<file path="config.mk">
export PLATFORM = sky130hd
export DESIGN_NAME = pc_lut_encoder
export DESIGN_NICKNAME = d
export VERILOG_FILES = /design/src/rtl/pc_lut_encoder.sv
export SDC_FILE = /design/constraint.sdc
export NUM_CORES = 1
export LEC_CHECK = 0
export BUFFER_PORTS_ARGS = -buffer_cell sky130_fd_sc_hd__buf_2
export CORE_MARGIN = 1
export CORE_UTILIZATION = 45
export CTS_CLUSTER_DIAMETER = 80
export DETAILED_ROUTE_END_ITERATION = 7
export SYNTH_ARGS = -nofsm -noshare
export SYNTH_HDL_FRONTEND = slang
export SYNTH_SLANG_ARGS = --single-unit
</file>
<file path="constraint.sdc">
create_clock -name clk -period 3.8 [get_ports clk]
set_clock_uncertainty 0.15 [all_clocks]
set_input_delay 0.57 -clock clk [delete_from_list [all_inputs] [get_ports clk]]
set_output_delay 0.57 -clock clk [all_outputs]
set_load 0.005 [all_outputs]
</file>
<file path="src/rtl/pc_lut_encoder.sv">
// Branch-target LUT encoder: maps a D-bit jump target to the LUT index holding it, allocating on a miss.
// Build option PC_LUT_ENC_PARALLEL_EN: compare every entry in one SEARCH cycle instead of scanning one per cycle.
module pc_lut_encoder #(
  parameter int D = 10,
  parameter int N = 16,
  parameter int A = 4
) (
  input  logic         clk,
  input  logic         reset_n,
  input  logic         clear,
  input  logic         req_valid,
  output logic         req_ready,
  input  logic [D-1:0] req_target,
  output logic         rsp_valid,
  input  logic         rsp_ready,
  output logic [A-1:0] rsp_index,
  output logic         rsp_hit,
  output logic         rsp_full,
  output logic [A:0]   count,
  input  logic [A-1:0] rd_addr,
  output logic [D-1:0] rd_target
);

  localparam logic [1:0] IDLE   = 2'd0;
  localparam logic [1:0] SEARCH = 2'd1;
  localparam logic [1:0] RESP   = 2'd2;

  localparam logic [A:0] CAP = (A+1)'(N);

  logic [1:0]   state;
  logic [D-1:0] tgt;
  // Sized to the full index space so every rd_addr selects a real entry; slots at or above N stay zero.
  logic [D-1:0] lut [2**A];

  logic         found;
  logic [A-1:0] found_idx;

`ifdef PC_LUT_ENC_PARALLEL_EN
  // Lowest valid matching entry wins, so walk from the top down and let lower hits overwrite.
  always_comb begin
    // NOTE: every always_comb output gets a default first so no path can infer a latch.
    found     = 1'b0;
    found_idx = '0;
    for (int i = N - 1; i >= 0; i--) begin
      if (((A+1)'(i) < count) && (lut[i] == tgt)) begin
        found     = 1'b1;
        found_idx = A'(i);
      end
    end
  end
`else
  logic [A-1:0] idx;
  logic         scan_done;

  always_comb begin
    found     = ((A+1)'(idx) < count) && (lut[idx] == tgt);
    found_idx = idx;
    scan_done = ((A+1)'(idx) + (A+1)'(1)) >= count;
  end
`endif

  assign req_ready = reset_n && (state == IDLE);
  assign rsp_valid = (state == RESP);
  assign rd_target = lut[rd_addr];

  always_ff @(posedge clk) begin
    if (!reset_n || clear) begin
      state     <= IDLE;
      count     <= '0;
      tgt       <= '0;
      rsp_index <= '0;
      rsp_hit   <= 1'b0;
      rsp_full  <= 1'b0;
`ifndef PC_LUT_ENC_PARALLEL_EN
      idx       <= '0;
`endif
      // NOTE: the table lives in flops and is cleared here, because unwritten entries must read back as zero.
      for (int i = 0; i < 2**A; i++) begin
        lut[i] <= '0;
      end
    end else begin
      case (state)
        IDLE: begin
          if (req_valid) begin
            tgt   <= req_target;
`ifndef PC_LUT_ENC_PARALLEL_EN
            idx   <= '0;
`endif
            state <= SEARCH;
          end
        end
        SEARCH: begin
          if (found) begin
            rsp_index <= found_idx;
            rsp_hit   <= 1'b1;
            rsp_full  <= 1'b0;
            state     <= RESP;
`ifndef PC_LUT_ENC_PARALLEL_EN
          end else if (!scan_done) begin
            idx <= idx + A'(1);
`endif
          end else if (count < CAP) begin
            lut[count[A-1:0]] <= tgt;
            rsp_index         <= count[A-1:0];
            rsp_hit           <= 1'b0;
            rsp_full          <= 1'b0;
            count             <= count + (A+1)'(1);
            state             <= RESP;
          end else begin
            // Table full: report it without touching any entry.
            rsp_index <= '0;
            rsp_hit   <= 1'b0;
            rsp_full  <= 1'b1;
            state     <= RESP;
          end
        end
        RESP: begin
          if (rsp_ready) begin
            state <= IDLE;
          end
        end
        default: state <= IDLE;
      endcase
    end
  end

endmodule

</file>
# After elaboration in Yosys (flattened, before gate mapping)
# Memory sizes are Yosys's and may differ from the RTL's. A register that Yosys moved wholly into a read port is not among the register bits.
# Index checks and enable logic that the tools add are counted.
[op_classes] addsub=3 order_cmp=3 eq_ne=8 muxes=30 n_bitwise=1 reduce_logical=13
[ops] op="4-bit two-way mux" n=9
[ops] op="1-bit two-way mux" n=14
[ops] op="10-bit equality test" n=1
[ops] op="10-bit two-way mux" n=1
[ops] op="10-bit OR reduction" n=1
[ops] op="2-bit two-way mux" n=4
[ops] op="4-bit case mux with 2 select lines" n=1
[ops] op="4-bit AND reduction" n=2
[ops] op="2-bit != test (second input constant)" n=3
[ops] op="2-bit case mux with 3 select lines" n=1
[ops] op="4-bit by 1-bit adder with 5-bit output (second input constant)" n=1
[ops] op="5-bit by 1-bit adder with 5-bit output (second input constant)" n=1
[ops] op="5-bit >= comparator" n=1
[ops] op="4-bit by 5-bit < comparator with 1-bit output" n=1
[ops] op="5-bit < comparator (second input constant)" n=1
[ops] op="4-bit by 1-bit adder with 4-bit output (second input constant)" n=1
[ops] op="2-bit AND reduction" n=2
[ops] op="2-bit nonzero test" n=2
[ops] op="3-bit != test (second input constant)" n=1
[ops] op="3-bit AND reduction" n=1
[ops] op="2-bit by 1-bit equality test with 1-bit output (second input constant)" n=1
[ops] op="2-bit equality test (second input constant)" n=1
[ops] op="1-bit logical AND" n=2
[ops] op="2-bit zero test" n=1
[ops] op="other kinds (4)" n=4
[word_totals] ff_bits=27 ramBits=160 out_inout_bits=23 word_cells=66 n_memories=1
[memory_table] name="lut" words=16 width=10 read_ports=2 rd_ports_with_merged_regs=1 write_ports=16 line="33" source="logic [D-1:0] lut [2**A];"

# Logic depth before layout (Yosys ltp)
# Gate-level depths: netlist of run 1.
[logic_depth] ltp_word=9 ltp_mapped=14

# Worst setup path after synthesis of run 1
# No wires, ideal clock.
[synth_timing] kind="register to register" startpoint="reg (tool-made name)" endpoint="mem lut[0][0], enable pin" setup_time_ns=0.287 arrival_ns=2.917 setup_slack_ns=0.445 path_stages_with_launch=13 n_path_buf=4 synth_period_minus_slack_ns=3.355 cell_sequence="dfxtp_1 buf_2 buf_4 mux4_2 nand4b_1 o21ai_0 nor4b_1 o2111ai_1 o41ai_2 buf_4 nor2_2 buf_2 a31o_1"
[synth_lines] item="end: declaration" line="33"

==> results of run 1 <==
==> metal layers <==
| layer | vias to the layer above | part of all wire, % |
|---|---|---|
| met5 | - | 0 |
| met4 | 0 | 2.7 |
| met3 | 58 | 9.8 |
| met2 | 434 | 49 |
| met1 | 3573 | 38 |
| li1 | 3052 | - |
==> worst paths after layout <==
path	startpoint	cells after the start	end
worst min register to register	rsp_index[0]$_SDFFE_PP0P_	2	rsp_index[0]$_SDFFE_PP0P_
worst max register to register	flop	11	lut[3][2]$_SDFFCE_PN0P_
worst max-delay path	flop	11	lut[3][2]$_SDFFCE_PN0P_
worst min-delay path	req_target[2]	3	tgt[2]$_SDFFE_PP0P_
==> cell families (layout without fill, tap and decap cells) <==
group	Yosys count	after routing
flip-flops	191	191
XOR/XNOR	14	14
AO/OA/AOI/OAI	83	83
AND/OR/NAND/NOR	287	287
multiplexers	119	119
adder cells (fa/ha/maj)	14	14
buffers and inverters	83	145
==> what timing repair did <==
item	4_1_cts	5_1_grt
setup endpoints to repair	14	104
gates resized for setup	2	9
hold buffers	0	0
buffers inserted	0	0
pin swaps	0	0
==> stage by stage <==
| stage | utilization [%] | total power [µW] | hold WS, ps |
|---|---|---|---|
| final | 52.7 | 4590 | 213 |
| after global routing | 52.7 | 4710 | 219 |
| after CTS | 52.6 | 4600 | 203 |
| after detailed placement | 49.9 | 2810 | 305 |
| after global placement | 49.9 | 2810 | 308 |
| after floorplan | - | 2630 | 299 |
==> worst max-delay path: cells and delay by family (launching register included) <==
family / cells / cell delay (ps)
muxes: 3 / 960
and+or+nand+nor: 2 / 260
AOI/OAI and AO/OA: 2 / 740
buffers and inverters: 3 / 710
xor gates and xnor gates: 1 / 180
DFF: 1 / 370
==> cells in the final DEF, fill, tap and decap left out, types with 15 or more instances in the layout <==
cell,instances
a21oi_1,19
buf_2,41
buf_4,41
clkbuf_16,17
dfxtp_1,29
edfxtp_1,160
inv_1,17
mux2i_1,29
mux4_2,83
nand2_1,72
nor2_1,168
o21ai_0,15
==> Yosys cell counts, drive strengths merged (14+ instances only) <==
cell and instances:
inv 18, nor2 169, a31o 17, a21oi 21
dfxtp 31, ha 14, o21ai 17, mux4 83
edfxtp 160, mux2i 30, nand2 72, clkbuf 25
buf 40
==> sequential cells by signal (all words and copies together) (netlist names), named ones only <==
name and flops:
count 5, found_idx 4, lut 160, rsp_full 1
rsp_hit 1, rsp_index 4, state 2, tgt 10
==> power by group through the flow <==
stage	Clock [µW]	Sequential, µW	Combinational [µW]
after floorplan	0	2410	226
after global placement	0	2450	356
after detailed placement	0	2450	360
after CTS	1830	2410	362
after global routing	1910	2410	386
final	1820	2410	364
==> final cells by class <==
class	instances	area share, %
Timing Repair Buffer	95	6.68
Tap cell	280	3.03
Clock inverter	13	1.32
Clock buffer	19	3.74
Multi-Input combinational cell	517	37.7
Inverter	18	0.583
Sequential cell	191	46.9
==> metrics, run 1 <==
Max stage delay on crit path=550 ps; Post-synth EDFFs=160; PD cells=396 mW/mm²; placed cell areas=0.0110 mm²; standard-cell rows=54; CP Max Fanout=40; Synth Register Bits=191; Residual DRC=0; GRT met1 Usage=35.8%; Peak supply drop=0.000300 V; switching share of total power=23.8%; setup ws final=121 ps; global-route wire length before repair=46,600 µm; Storage cell area=0.00543 mm²; Starting Density=46.3%; clk root buf=clkbuf_16; Seq/Total Area, Yosys=53.4%; fraction of registers with async set/reset=0%; CTS tree=built; slowest CP cell=mux4_2; Pre-antenna DRT Iters=5; Cell Area, Synth=0.0102 mm²; Synth Area in XOR/XNOR=1.21%; Comb pwr share=7.9%; Synth Instances=791; Primary FF master, synth=edfxtp_1; met3 Use GR=6.94%; gr usage total=27.8%; Die W=152 µm; CTS Sinks=191; setup_tns=0 ps; diode count=0; final instance area=0.0116 mm²; nets=873; warnings from Yosys=0; Syn Nets=824; clk_lat worst skew=440 ps; status=finished, final reports clean; Startpoint Class=flop; worst path arrival time=3710 ps; routability congestion estimate=0.937; sequential share of power=52.4%; Synth Area per Inst=12.8 µm²; max frequency=272 MHz; Synth Area in Compound Gates=5.70%; Port Buf Inserts=41; Placed Cells=1,101; Max-Cap Viols=0; sw power=1090 µW; global route hottest layer=met2; largest net degree at the start of global routing=41; Reg2Reg Setup Slack=120 ps; Hold Violations, Final=0; I/O pins=42; most used cell, CP=buf_12; Pint=3500 µW; Post-Synth Simple-Gate Area=12.0%; Post-DRT Antenna Nets=0; layout cell share with drive strength beyond 1=27.7%; gr ovfl total=0; synth top area cells=edfxtp_1 47%, mux4_2 18%, nor2_1 6.2%; Slew Viols, Final=0; Area Overhead vs Synth=14.0%; Post-Synth Adder-Cell Area=1.72%; Multi-input gate area=0.00437 mm²; die area=0.0232 mm²; vias per inst=6.28; Tightest Pin Transition=1050 ps; final setup fails=0; wire per inst=27.1 µm; area leader, netlist=edfxtp_1; Max H-tree Level=4; Final period util=96.8%; post-synthesis mux area share=22.0%; WL final=30,800 µm; die height=152 µm; Final Non-Filler Cells=1,133; DR iter-0 viols=775; Inserted Clock Buffers=17; Synth cell types=55; worst-path cell chain=buf_12 -> mux4_2 -> mux2i_2 -> mux2i_1 -> xnor2_1 -> o2111ai_1 -> o41ai_4 -> buf_4 -> or3b_1 -> buf_12 -> nor2_1; GR Util met2=46.0%; vias in the first global route=7,199; Worst Setup Path Type=flop to flop; vias=7,117; post-synth top area share=47.3%; leak pwr=0.00403 µW; Worst setup EP type=flop; largest family of logic cells by synthesized area=multiplexers; critical path data required time=3830 ps; hold crit path type=input port to flop; initial antenna violation count=0; Clk pwr share=39.6%; RSZ-0062 raised after global routing=false; CTS max path bufs=2; Final min period=3680 ps; HPWL after detailed placement=22,100 µm; Fillers=1,829; Slew headroom=29.5%; clock transition at the registers of the reported paths=80 ps; Setup WS pre-CTS=-74.5 ps; core outline area=0.0220 mm²
Note: power is estimated with default switching activity, not from simulation.
==> inputs of run 2 (changes only) <==
--- a/config.mk
+++ b/config.mk
@@ -7,7 +7,7 @@
 export LEC_CHECK = 0
 export BUFFER_PORTS_ARGS = -buffer_cell sky130_fd_sc_hd__buf_2
 export CORE_MARGIN = 1
-export CORE_UTILIZATION = 45
+export CORE_UTILIZATION = 31
 export CTS_CLUSTER_DIAMETER = 80
 export DETAILED_ROUTE_END_ITERATION = 7
 export SYNTH_ARGS = -nofsm -noshare
==> run 2 against run 1 <==
Sequential power hardly changed. Total power is 0.65% lower. Combinational power is 8.0% lower. Worst setup slack better by 110 ps. Critical endpoint is now lut[11][1]$_SDFFCE_PN0P_. Register-to-register slack better by 110 ps. Final area is 0.76% higher. Highest routed layer unchanged. Worst hold slack worse by 5.8 ps. Final cell count is 13% higher. Flip-flop and latch count stayed put. Via count is 3.3% lower. Utilization is 16 points lower.
==> metrics, run 2 (synthesis gave the netlist of run 1 again) <==
leak pwr=0.00398 µW (was 0.00403 µW); core outline area=0.0319 mm² (was 0.0220 mm²); Worst Setup Path Type=flop to flop (unchanged); WL met2=12,600 µm (was 15,100 µm); hold crit path type=input port to flop (unchanged); Hold Crit Depth=3 (unchanged); die height=183 µm (was 152 µm); Port Buf Inserts=41 (unchanged); gr ovfl total=0 (unchanged); Regs by FF count=lut (160), tgt (10), count (5) (unchanged); Startpoint Class=flop (unchanged); die area=0.0335 mm² (was 0.0232 mm²); leading cell type in the layout, fill and taps excluded=nor2_1 (unchanged); global-route wire length before repair=43,200 µm (was 46,600 µm); vias in the first global route=6,605 (was 7,199); Post-DRT Antenna Nets=0 (unchanged); I/O pins=42 (unchanged); top routing layer in use=met4 (unchanged); Final period util=93.8% (was 96.8%); worst path arrival time=3600 ps (was 3710 ps); CTS Sinks=191 (unchanged); Die W=183 µm (was 152 µm); CTS tree=built (unchanged); gr usage total=17.6% (was 27.8%); Slew headroom=59.6% (was 29.5%); largest net degree at the start of global routing=41 (unchanged); status=finished, final reports clean (unchanged); Starting Density=31.9% (was 46.3%); setup_tns=0 ps (unchanged); clk_lat worst skew=450 ps (was 440 ps); WL final=28,600 µm (was 30,800 µm); DR iter-0 viols=727 (was 775); Worst setup EP type=flop (unchanged); vias per inst=5.38 (was 6.28); max frequency=281 MHz (was 272 MHz); Final Non-Filler Cells=1,280 (was 1,133); standard-cell rows=65 (was 54); CTS max path bufs=2 (unchanged); nets=864 (was 873); routability congestion estimate=0.900 (was 0.937); met3 wire length=2880 µm (was 3030 µm); most frequent cells in the layout=168 x nor2_1, 160 x edfxtp_1, 83 x mux4_2 (unchanged); WL met1=12,600 µm (was 11,800 µm); Tightest Pin Transition=606 ps (was 1050 ps); Residual DRC=0 (unchanged); final instance area=0.0117 mm² (was 0.0116 mm²); max FFs per register=160 (unchanged); slowest CP cell=mux4_2 (unchanged); CP Max Fanout=40 (unchanged); Area Overhead vs Synth=14.9% (was 14.0%); Placed Cells=1,246 (was 1,101); worst-path cell chain=buf_6 -> mux4_2 -> mux2i_1 -> mux2i_1 -> xnor2_1 -> o2111ai_1 -> o41ai_2 -> buf_4 -> buf_4 -> or3b_1 -> buf_12 -> nor2_1 (was buf_12 -> mux4_2 -> mux2i_2 -> mux2i_1 -> xnor2_1 -> o2111ai_1 -> o41ai_4 -> buf_4 -> or3b_1 -> buf_12 -> nor2_1); vias=6,881 (was 7,117); Hold Violations, Final=0 (unchanged); critical path data required time=3840 ps (was 3830 ps); clock transition at the registers of the reported paths=70 ps (was 80 ps); wire per inst=22.3 µm (was 27.1 µm); Final min period=3560 ps (was 3680 ps); Inserted Clock Buffers=17 (unchanged); Pre-antenna DRT Iters=8 (was 5); fin util=36.6% (was 52.7%); Pwr Total=4560 µW (was 4590 µW); Slew Viols, Final=0 (unchanged); layout cell share with drive strength beyond 1=26.8% (was 27.7%); HPWL after detailed placement=21,000 µm (was 22,100 µm); final setup fails=0 (unchanged); PD cells=391 mW/mm² (was 396 mW/mm²); R2R depth=12 (was 11); hold_buf cts=0 (unchanged); Max-Cap Viols=0 (unchanged); initial antenna violation count=1 (was 0); Max H-tree Level=4 (unchanged); Peak supply drop=0.000317 V (was 0.000300 V); clk root buf=clkbuf_16 (unchanged); RSZ-0062 raised after global routing=false (unchanged); Biggest register=lut (unchanged); Max stage delay on crit path=510 ps (was 550 ps); placed cell areas=0.0110 mm² (about the same)
## run 2: report_power, final
group	switching, µW	internal (µW)	total, µW
Sequential	67.8	2340	2410
Combinational	177	158	335
Clock	866	952	1820
Total	1110	3450	4560
## run 2: routing by layer
metal  global-route usage (%)  vias up
li1                         -     3033
met1                     25.8     3456
met2                     26.2      357
met3                     3.63       35
met4                     4.93        0
met5                        0        -
## run 2: timing repair
action,4_1_cts,5_1_grt
endpoints found under the hold margin,0,0
gates resized for setup,0,7
setup buffers,0,1
setup endpoints to repair,0,290
## run 2: layout make-up
type                    instances  area, µm²
fillers                      3097      20200
flip-flops and latches        191       5430
multi-input cells             517       4360
repair buffers                 86        672
well taps                     435        544
clock buffers                  19        443
clock inverters                13        150
inverters                      18       67.6
diodes                          1       2.50
## run 2: critical path: cells and delay by family (launching register included)
| family | cells | cell delay (ps) |
|---|---|---|
| AND/OR/NAND/NOR | 2 | 270 |
| buffers and inverters | 4 | 820 |
| AO/OA/AOI/OAI | 2 | 590 |
| flip-flops | 1 | 480 |
| XOR/XNOR | 1 | 200 |
| multiplexers | 3 | 750 |
## run 2: through the flow
stage          worst slack [ps]  hold WS (ps)
5_1_grt                    43.9           219
4_1_cts                    45.4           194
2_1_floorplan               445           299
3_5_place_dp               66.3           305
3_3_place_gp                114           308
6_report                    235           207
## run 2: path summary, 6_finish.rpt
kind,from,to,slack (ps)
setup / recovery,flop,lut[11][1]$_SDFFCE_PN0P_,240
hold / removal,req_target[9],tgt[9]$_SDFFE_PP0P_,210
setup reg to reg,flop,lut[11][1]$_SDFFCE_PN0P_,240
hold reg to reg,rsp_index[0]$_SDFFE_PP0P_,rsp_index[0]$_SDFFE_PP0P_,320
